===== src/rtl/io_serial_tx_if.sv =====
// CPU io port pair as seen by the serial transmitter.
// cpu_out carries the CPU's ioout byte; cpu_in returns status on the CPU's ioin byte.
interface io_serial_tx_if;
    logic [7:0] cpu_out;
    logic [7:0] cpu_in;

    modport master (output cpu_out, input  cpu_in);
    modport slave  (input  cpu_out, output cpu_in);
endinterface


===== src/rtl/io_serial_tx.sv =====
// Serial transmitter on the CPU io port pair.
// The CPU posts 7-bit characters with a toggle handshake on cpu_out[7].
// Accepted characters go into a small FIFO and are sent on tx as
// start bit, 7 data bits LSB first, then a stop bit. Each bit lasts DIVISOR clocks.
// Status returns on cpu_in = {ack_tgl, full, busy, empty, 4'b0000}.
//
// state | meaning
// IDLE  | line high; pop the next character as soon as the FIFO is not empty
// START | start bit (line low) for DIVISOR clocks
// DATA  | 7 data bits, LSB first, each DIVISOR clocks
// STOP  | stop bit (line high) for DIVISOR clocks, then one IDLE clock
module io_serial_tx #(
    parameter int DIVISOR    = 16,
    parameter int FIFO_DEPTH = 4
) (
    input  logic          clk,
    input  logic          rst,
    io_serial_tx_if.slave cpu,
    output logic          tx
);
    localparam int PTR_W = (FIFO_DEPTH > 1) ? $clog2(FIFO_DEPTH) : 1;
    localparam int CNT_W = $clog2(FIFO_DEPTH + 1);
    localparam int DIV_W = (DIVISOR > 1) ? $clog2(DIVISOR) : 1;
    localparam logic [DIV_W-1:0] DIV_LAST = DIV_W'(DIVISOR - 1);
    localparam logic [CNT_W-1:0] CNT_FULL = CNT_W'(FIFO_DEPTH);

    typedef enum logic [1:0] {
        IDLE  = 2'd0,
        START = 2'd1,
        DATA  = 2'd2,
        STOP  = 2'd3
    } state_t;

    // CPU side
    logic [7:0] out_q;
    logic       req_seen_q, req_seen_d;
    logic       ack_tgl_q, ack_tgl_d;
    logic [7:0] cpu_in_q, cpu_in_d;

    // FIFO
    logic [6:0]       mem_q [FIFO_DEPTH];
    logic [6:0]       mem_d [FIFO_DEPTH];
    logic [PTR_W-1:0] wr_q, wr_d;
    logic [PTR_W-1:0] rd_q, rd_d;
    logic [CNT_W-1:0] count_q, count_d;

    // Transmitter
    state_t           state_q, state_d;
    logic [DIV_W-1:0] div_q, div_d;
    logic [2:0]       cnt_q, cnt_d;
    logic [6:0]       sh_q, sh_d;
    logic             tx_q, tx_d;

    logic full;
    logic empty;
    logic pending;
    logic push;
    logic pop;

    // Handshake and FIFO bookkeeping. A pop in the same cycle frees a slot,
    // so a pending request is accepted on the pop edge even when the FIFO is full.
    always_comb begin
        full       = (count_q == CNT_FULL);
        empty      = (count_q == '0);
        pending    = (out_q[7] != req_seen_q);
        pop        = (state_q == IDLE) && !empty;
        push       = pending && (!full || pop);

        req_seen_d = req_seen_q;
        ack_tgl_d  = ack_tgl_q;
        mem_d      = mem_q;
        wr_d       = wr_q;
        rd_d       = rd_q;
        count_d    = count_q;

        if (push) begin
            mem_d[wr_q] = out_q[6:0];
            wr_d        = wr_q + PTR_W'(1);
            req_seen_d  = out_q[7];
            ack_tgl_d   = ~ack_tgl_q;
        end
        if (pop) begin
            rd_d = rd_q + PTR_W'(1);
        end
        if (push && !pop) begin
            count_d = count_q + CNT_W'(1);
        end else if (pop && !push) begin
            count_d = count_q - CNT_W'(1);
        end
    end

    // Transmit FSM next state: every line level is held for exactly DIVISOR clocks.
    always_comb begin
        state_d = state_q;
        div_d   = div_q;
        cnt_d   = cnt_q;
        sh_d    = sh_q;
        tx_d    = tx_q;

        unique case (state_q)
            IDLE: begin
                tx_d = 1'b1;
                if (pop) begin
                    sh_d    = mem_q[rd_q];
                    tx_d    = 1'b0;
                    div_d   = '0;
                    state_d = START;
                end
            end
            START: begin
                if (div_q == DIV_LAST) begin
                    div_d   = '0;
                    cnt_d   = '0;
                    tx_d    = sh_q[0];
                    state_d = DATA;
                end else begin
                    div_d = div_q + DIV_W'(1);
                end
            end
            DATA: begin
                if (div_q == DIV_LAST) begin
                    div_d = '0;
                    if (cnt_q == 3'd6) begin
                        tx_d    = 1'b1;
                        state_d = STOP;
                    end else begin
                        sh_d  = {1'b0, sh_q[6:1]};
                        tx_d  = sh_q[1];
                        cnt_d = cnt_q + 3'd1;
                    end
                end else begin
                    div_d = div_q + DIV_W'(1);
                end
            end
            STOP: begin
                if (div_q == DIV_LAST) begin
                    div_d   = '0;
                    state_d = IDLE;
                end else begin
                    div_d = div_q + DIV_W'(1);
                end
            end
            default: begin
                tx_d    = 1'b1;
                state_d = IDLE;
            end
        endcase
    end

    // Status byte is built from next-state values so it lines up with the flops it reports.
    always_comb begin
        cpu_in_d = {ack_tgl_d, (count_d == CNT_FULL), (state_d != IDLE),
                    (count_d == '0), 4'b0000};
    end

    // All state registers; reset empties the FIFO and idles the line immediately.
    always_ff @(posedge clk or posedge rst) begin
        if (rst) begin
            out_q      <= '0;
            req_seen_q <= 1'b0;
            ack_tgl_q  <= 1'b0;
            cpu_in_q   <= 8'b0001_0000;
            mem_q      <= '{default: '0};
            wr_q       <= '0;
            rd_q       <= '0;
            count_q    <= '0;
            state_q    <= IDLE;
            div_q      <= '0;
            cnt_q      <= '0;
            sh_q       <= '0;
            tx_q       <= 1'b1;
        end else begin
            out_q      <= cpu.cpu_out;
            req_seen_q <= req_seen_d;
            ack_tgl_q  <= ack_tgl_d;
            cpu_in_q   <= cpu_in_d;
            mem_q      <= mem_d;
            wr_q       <= wr_d;
            rd_q       <= rd_d;
            count_q    <= count_d;
            state_q    <= state_d;
            div_q      <= div_d;
            cnt_q      <= cnt_d;
            sh_q       <= sh_d;
            tx_q       <= tx_d;
        end
    end

    assign cpu.cpu_in = cpu_in_q;
    assign tx         = tx_q;

endmodule


===== src/flat_wrapper.sv =====
// flat-port wrapper written by rule: the top's interface ports become plain ports
module io_serial_tx_flat 
#(
    parameter int DIVISOR    = 16,
    parameter int FIFO_DEPTH = 4
)
  (clk, rst, tx, cpu_cpu_out, cpu_cpu_in);
  io_serial_tx_if cpu_i ();
  input  logic clk;
  input  logic rst;
  output logic tx;
  input wire logic [$bits(cpu_i.cpu_out)-1:0] cpu_cpu_out;
  output wire logic [$bits(cpu_i.cpu_in)-1:0] cpu_cpu_in;
  assign cpu_i.cpu_out = cpu_cpu_out;
  assign cpu_cpu_in = cpu_i.cpu_in;
  io_serial_tx #(.DIVISOR(DIVISOR), .FIFO_DEPTH(FIFO_DEPTH)) u_core (.clk(clk), .rst(rst), .cpu(cpu_i), .tx(tx));
endmodule

===== config.mk =====
export PLATFORM = sky130hd
export DESIGN_NAME = io_serial_tx_flat
export DESIGN_NICKNAME = d
export VERILOG_FILES = /design/src/rtl/io_serial_tx_if.sv /design/src/rtl/io_serial_tx.sv /design/src/flat_wrapper.sv
export SDC_FILE = /design/constraint.sdc
export NUM_CORES = 1
export LEC_CHECK = 0
export BUFFER_PORTS_ARGS = -buffer_cell sky130_fd_sc_hd__buf_2
export CORE_MARGIN = 5
export CORE_UTILIZATION = 50
export DETAILED_ROUTE_END_ITERATION = 8
export MAX_ROUTING_LAYER = met4
export PLACE_DENSITY = 0.68
export RECOVER_POWER = 25
export SLEW_MARGIN = 20
export SYNTH_ARGS = -nofsm -noshare
export SYNTH_HDL_FRONTEND = slang
export SYNTH_SLANG_ARGS = --single-unit

===== constraint.sdc =====
create_clock -name clk -period 2.9 [get_ports clk]
set_clock_uncertainty 0.05 [all_clocks]
set_input_delay 0.435 -clock clk [delete_from_list [all_inputs] [get_ports clk]]
set_output_delay 0.435 -clock clk [all_outputs]
set_load 0.03 [all_outputs]

# Word-level counts from Yosys, hierarchy flattened
# Index checks and enable logic that the tools add are counted.
classes:
  order_cmp: 3
  n_reduce_logical: 21
  muxes: 31
  n_bitwise: 3
  addsub: 6
  n_eq_ne: 12
ops:
  columns: ["cell", "count"]
  rows:
  - ["$mux 7", 6]
  - ["$bwmux 28", 1]
  - ["$mux 3", 5]
  - ["$bmux 7 s2", 1]
  - ["$demux 7 s2", 1]
  - ["$pmux 7 s2", 1]
  - ["$mux 2", 5]
  - ["$eq 3x3->1 const B", 3]
  - ["$mux 4", 2]
  - ["$pmux 2 s4", 1]
  - ["$pmux 4 s2", 1]
  - ["$reduce_and 4->1", 2]
  - ["$add 3x1->3 const B", 2]
  - ["$ge 3x3->1 const B", 2]
  - ["$logic_not 3->1", 2]
  - ["$ne 2x1->1 const B", 3]
  - ["$not 2->3", 2]
  - ["$pmux 3 s2", 1]
  - ["$reduce_bool 2->1", 3]
  - ["$logic_and 1x1->1", 5]
  - ["$mux 1", 5]
  - ["$add 2x1->2 const B", 2]
  - ["$add 4x1->4 const B", 1]
  - ["$eq 2x2->1 const B", 2]
  - ["other kinds (14)", 17]
word_totals:
  input_bits: 10
  regBits: 66
  elab_cells: 92

# Longest topological paths before layout
depth:
  ltp_word: 10
  mapped_depth: 7

# Least setup slack after synthesis
# No wires, ideal clock.
synth_timing:
  path_kind: "reg-to-reg"
  start: "register u_core.state_q[0]"
  end: "register u_core.sh_q[0]"
  t_arrival_ns: 1.661
  slack_ns: 1.064
  stages_incl_launch_ff: 8
  cell_sequence: "dfrtp_1 > inv_1 > ha_1 > buf_2 > nand3b_1 > o21ai_0 > a21oi_2 > mux2_2"
synth_between:
  elab_chain_len: 4
  elab_cells_between_ends: 9
  classes_between: "4 x eq/ne; 1 x mux; 4 x reduce/logical"
synth_lines:
  columns: ["item", "line_no", "text"]
  rows:
  - ["from (decl)", "io_serial_tx.sv:48", "state_t state_q, state_d;"]
  - ["from (signal assigned)", "io_serial_tx.sv:181", "state_q <= state_d;"]
  - ["$logic_not 2->1", "io_serial_tx.sv:66, io_serial_tx.sv:100", null]
  - ["$logic_and 1x1->1", "io_serial_tx.sv:66", "pop = (state_q == IDLE) && !empty;"]
  - ["$ne 2x1->1 (no source line)", null, null]
  - ["$reduce_and 4->1 (no source line)", null, null]
  - ["to (signal assigned)", "io_serial_tx.sv:170", "sh_q <= '0;"]
  - ["to (signal assigned)", "io_serial_tx.sv:184", "sh_q <= sh_d;"]
  - ["to (decl)", "io_serial_tx.sv:51", "logic [6:0] sh_q, sh_d;"]
# Parallel ways exist; a longest one is shown, timed or not.
# A chain may end at the register's enable or synchronous reset.

# Worst setup path in the final report
layout_timing:
  start: "register u_core.div_q[0]"
  end: "register u_core.sh_q[0]"
layout_between:
  elab_chain_len: 3
layout_lines:
  columns: ["item", "line_no", "text"]
  rows:
  - ["from (decl)", "io_serial_tx.sv:49", "logic [DIV_W-1:0] div_q, div_d;"]
  - ["from (signal assigned)", "io_serial_tx.sv:182", "div_q <= div_d;"]
  - ["$eq 4x4->1", "io_serial_tx.sv:121", "if (div_q == DIV_LAST) begin"]
  - ["$ne 2x1->1 (no source line)", null, null]
  - ["$reduce_and 4->1 (no source line)", null, null]
# No other way between the ends.

==> metrics <==
status finished clean; slowest CP cell and3_1; most numerous cell in the Yosys netlist dfrtp_1; Synth Instances between 200 and 300; Seq/Total Area, Yosys 0.514; most common library cells after synthesis 63 x dfrtp_1, 36 x mux2_2, 15 x ha_1, 15 x inv_1, 13 x nand2_1; vias per inst 5.23; Tmin final ~2100 ps; htree depth 3; latest clock arrival within the worst-skew pair 330 ps; Crit Reg-Reg Startpoint u_core.div_q[0]; CP max FO 13; Clock Sinks 65; Crit path arrival time 2290 ps; setup tns final 0 ps; CP endpoint u_core.sh_q[0]; synthesized flop and latch total 65; crit path cell chain ha_1, and3_1, nand2_1, a21oi_2, mux2_2; GRT Total Usage 0.159; Reg power frac 0.397; TritonCTS buffer count 9; CP Data Required Time about 3100 ps; Leakage 1.60 nW; Power Density 1100 mW/mm2; critical path startpoint u_core.div_q[0]; Site Rows 29; Yosys top cell by area dfrtp_1; Synth top area share 0.497; worst setup path category register to register; Unique masters post-synth 49; DRT iter0 DRCs 46; Starting Density 0.508; peak supply drop 0.691 mV; combinational share of power 0.381; DR WL/cell 14.4 um; synth warn 0; Die Y between 80 and 90 um; total gr overflow 0; Post-CTS Resized 0; CTS clk-pin slew, worst paths about 70 ps; Die Wd 89.6 um; Cell Area, Synth approximately 0.0032 mm2; layout cell share with drive strength beyond 1 0.276; ys async rst share 1.00; vias in the first global route slightly below 2,000; Post-synth EDFFs 0; Post-layout nets 310; CP Buf/Inv Count 0; unrepaired setup endpoints after global routing no; register-to-register setup slack 780 ps; maximum capacitance violations 0; I/O pins 19; Finished Layout Cells 367; Hold Fails Final Rpt 0; slew at the pin closest to its max-slew limit 796 ps; clock power share 0.222; Worst Hold Path Cells 1; via count 1,921; crit start category register; fin. max-slew vios 0; Diodes inserted 0; TritonCTS clock tree built; sw power about 1.3 mW; Core Area around 0.0062 mm2; internal power 2.58 mW; Max stage delay on crit path 440 ps; CTS root buffer clkbuf_8; initial antenna violation count 0; Hold Crit Class input port to register; RD Place Congestion 0.794; syn_area_per_cell 12.0 um2; Worst R2R End u_core.sh_q[0]; pin count of the biggest net entering global routing 32; crit share post-route 0.732; die area 0.00803 mm2; DP HPWL 3790 um; CP delay by family, top simple AND/OR/NAND/NOR gates; Area contributors post-synth dfrtp_1 50%, mux2_2 13%, ha_1 5.9%; Post-synth top flop dfrtp_1; Sw Share 0.337; maximum clock rate approximately 470 MHz; PortBufs 14; critical path depth 5; CP Capture Type register; Fill cells 531; drt first pass iters 4; drt total wl 5270 um; final setup fails 0; Final ANT Viol Nets 0; CTS Buffer Depth 2; DRC 0; Area growth syn-to-layout 11.7%; # placed instances 350; first-pass GRT wire length slightly above 9000 um; Rel. slew slack 0.469; worst r2r path cells 5
## timing repair
| action | in CTS | in global routing |
|---|---|---|
| hold buffers | 1 | 0 |
| hold endpoints to repair | 11 | 0 |
| buffers inserted | 0 | 0 |
## registers in the layout, indices dropped and copies added (netlist names)
signal and flops:
u_core.div_q 4, u_core.mem_q 28, u_core.rd_q 2, u_core.out_q 8
u_core.state_q 2, u_core.wr_q 2, u_core.req_seen_q 1, u_core.count_q 3
u_core.tx 1, u_core.sh_q 7, u_core.cnt_q 3, u_core.cpu.cpu_in 4
## how the worst min path moves through the flow
| stage | startpoint | end | slack (ps) |
|---|---|---|---|
| 6_report | cpu_cpu_out[3] | u_core.out_q[3] | 150 |
| 5_1_grt | cpu_cpu_out[2] | u_core.out_q[2] | 130 |
| 4_1_cts | cpu_cpu_out[4] | u_core.out_q[4] | 140 |
| 3_5_place_dp | rst | u_core.count_q[0] | 330 |
| 3_3_place_gp | rst | u_core.count_q[0] | 330 |
| 2_1_floorplan | u_core.div_q[3] | u_core.div_q[3] | 390 |
## worst reg2reg max path, stage by stage, from the launching register on
cell,delay (ps)
dfrtp_1,390
ha_1,200
and3_1,440
nand2_1,180
a21oi_2,380
mux2_2,380
## cells by family (layout without fill, tap and decap cells)
group / after synthesis / count (layout) / share of synthesized area
AOI/OAI and AO/OA: 44 / 44 / 0.100
xor gates and xnor gates: 7 / 7 / 0.0217
adders and majority gates: 15 / 15 / 0.0592
buffers and inverters: 27 / 49 / 0.0399
DFF: 65 / 65 / 0.514
muxes: 44 / 44 / 0.157
other: 1 / 4 / 0.00118
and+or+nand+nor: 62 / 62 / 0.107
## routing by layer
layer / routed length, um / track usage / share of wire
met1: 2720 / 0.214 / 0.52
met3: 147 / 0.0301 / 0.028
met5: 0 / - / 0
met2: 2280 / 0.231 / 0.43
met4: 117 / 0.0771 / 0.022
## through the flow
stage                      util  area (um2)  setup slack [ps]  hold slack, ps  total power [mW]
after floorplan               -        3180               792             390              2.75
after global placement    0.529        3300               794             326              3.01
after detailed placement  0.529        3300               787             327              3.06
after CTS                 0.567        3540               759             138              3.94
after global routing      0.567        3540               612             133              4.20
final                     0.567        3540               778             155              3.89
## placed cells by master, fill, tap and decap left out, types with 2 or more instances in the layout
cell / instances
nand2_1: 13
buf_2: 14
conb_1: 4
o211ai_1: 2
a211oi_1: 6
inv_1: 15
o21ai_0: 12
clkinvlp_4: 2
xor2_1: 2
ha_1: 15
clkbuf_8: 11
mux2i_1: 7
nor2b_1: 7
o22a_1: 2
buf_4: 3
nand2_2: 4
nor2_1: 12
and3_1: 2
dfstp_2: 2
dfrtp_1: 63
a21oi_1: 3
nor3b_1: 3
a22o_1: 2
nand3_1: 6
nand3b_1: 3
nor4_1: 2
xnor2_1: 4
mux2_2: 36
bufinv_16: 2
nand2b_1: 4
a221oi_1: 6
## cell type report
cell class / instances / area (um2) / share of cell area
Sequential cell: 65 / 1630 / 0.460
Multi-Input combinational cell: 176 / 1430 / 0.403
Clock buffer: 12 / 155 / 0.0438
Timing Repair Buffer: 18 / 103 / 0.0290
Tap cell: 77 / 96.3 / 0.0272
Clock inverter: 4 / 75.1 / 0.0212
Inverter: 15 / 56.3 / 0.0159
## power by group through the flow
stage	logic, mW	clock network, mW	registers, mW
global route	1.68	0.928	1.60
floorplan	1.26	0	1.49
detailed placement	1.50	0	1.56
finish	1.48	0.864	1.54
CTS	1.50	0.889	1.54
global placement	1.46	0	1.55
No activity file was read; power rests on OpenSTA's default activity.
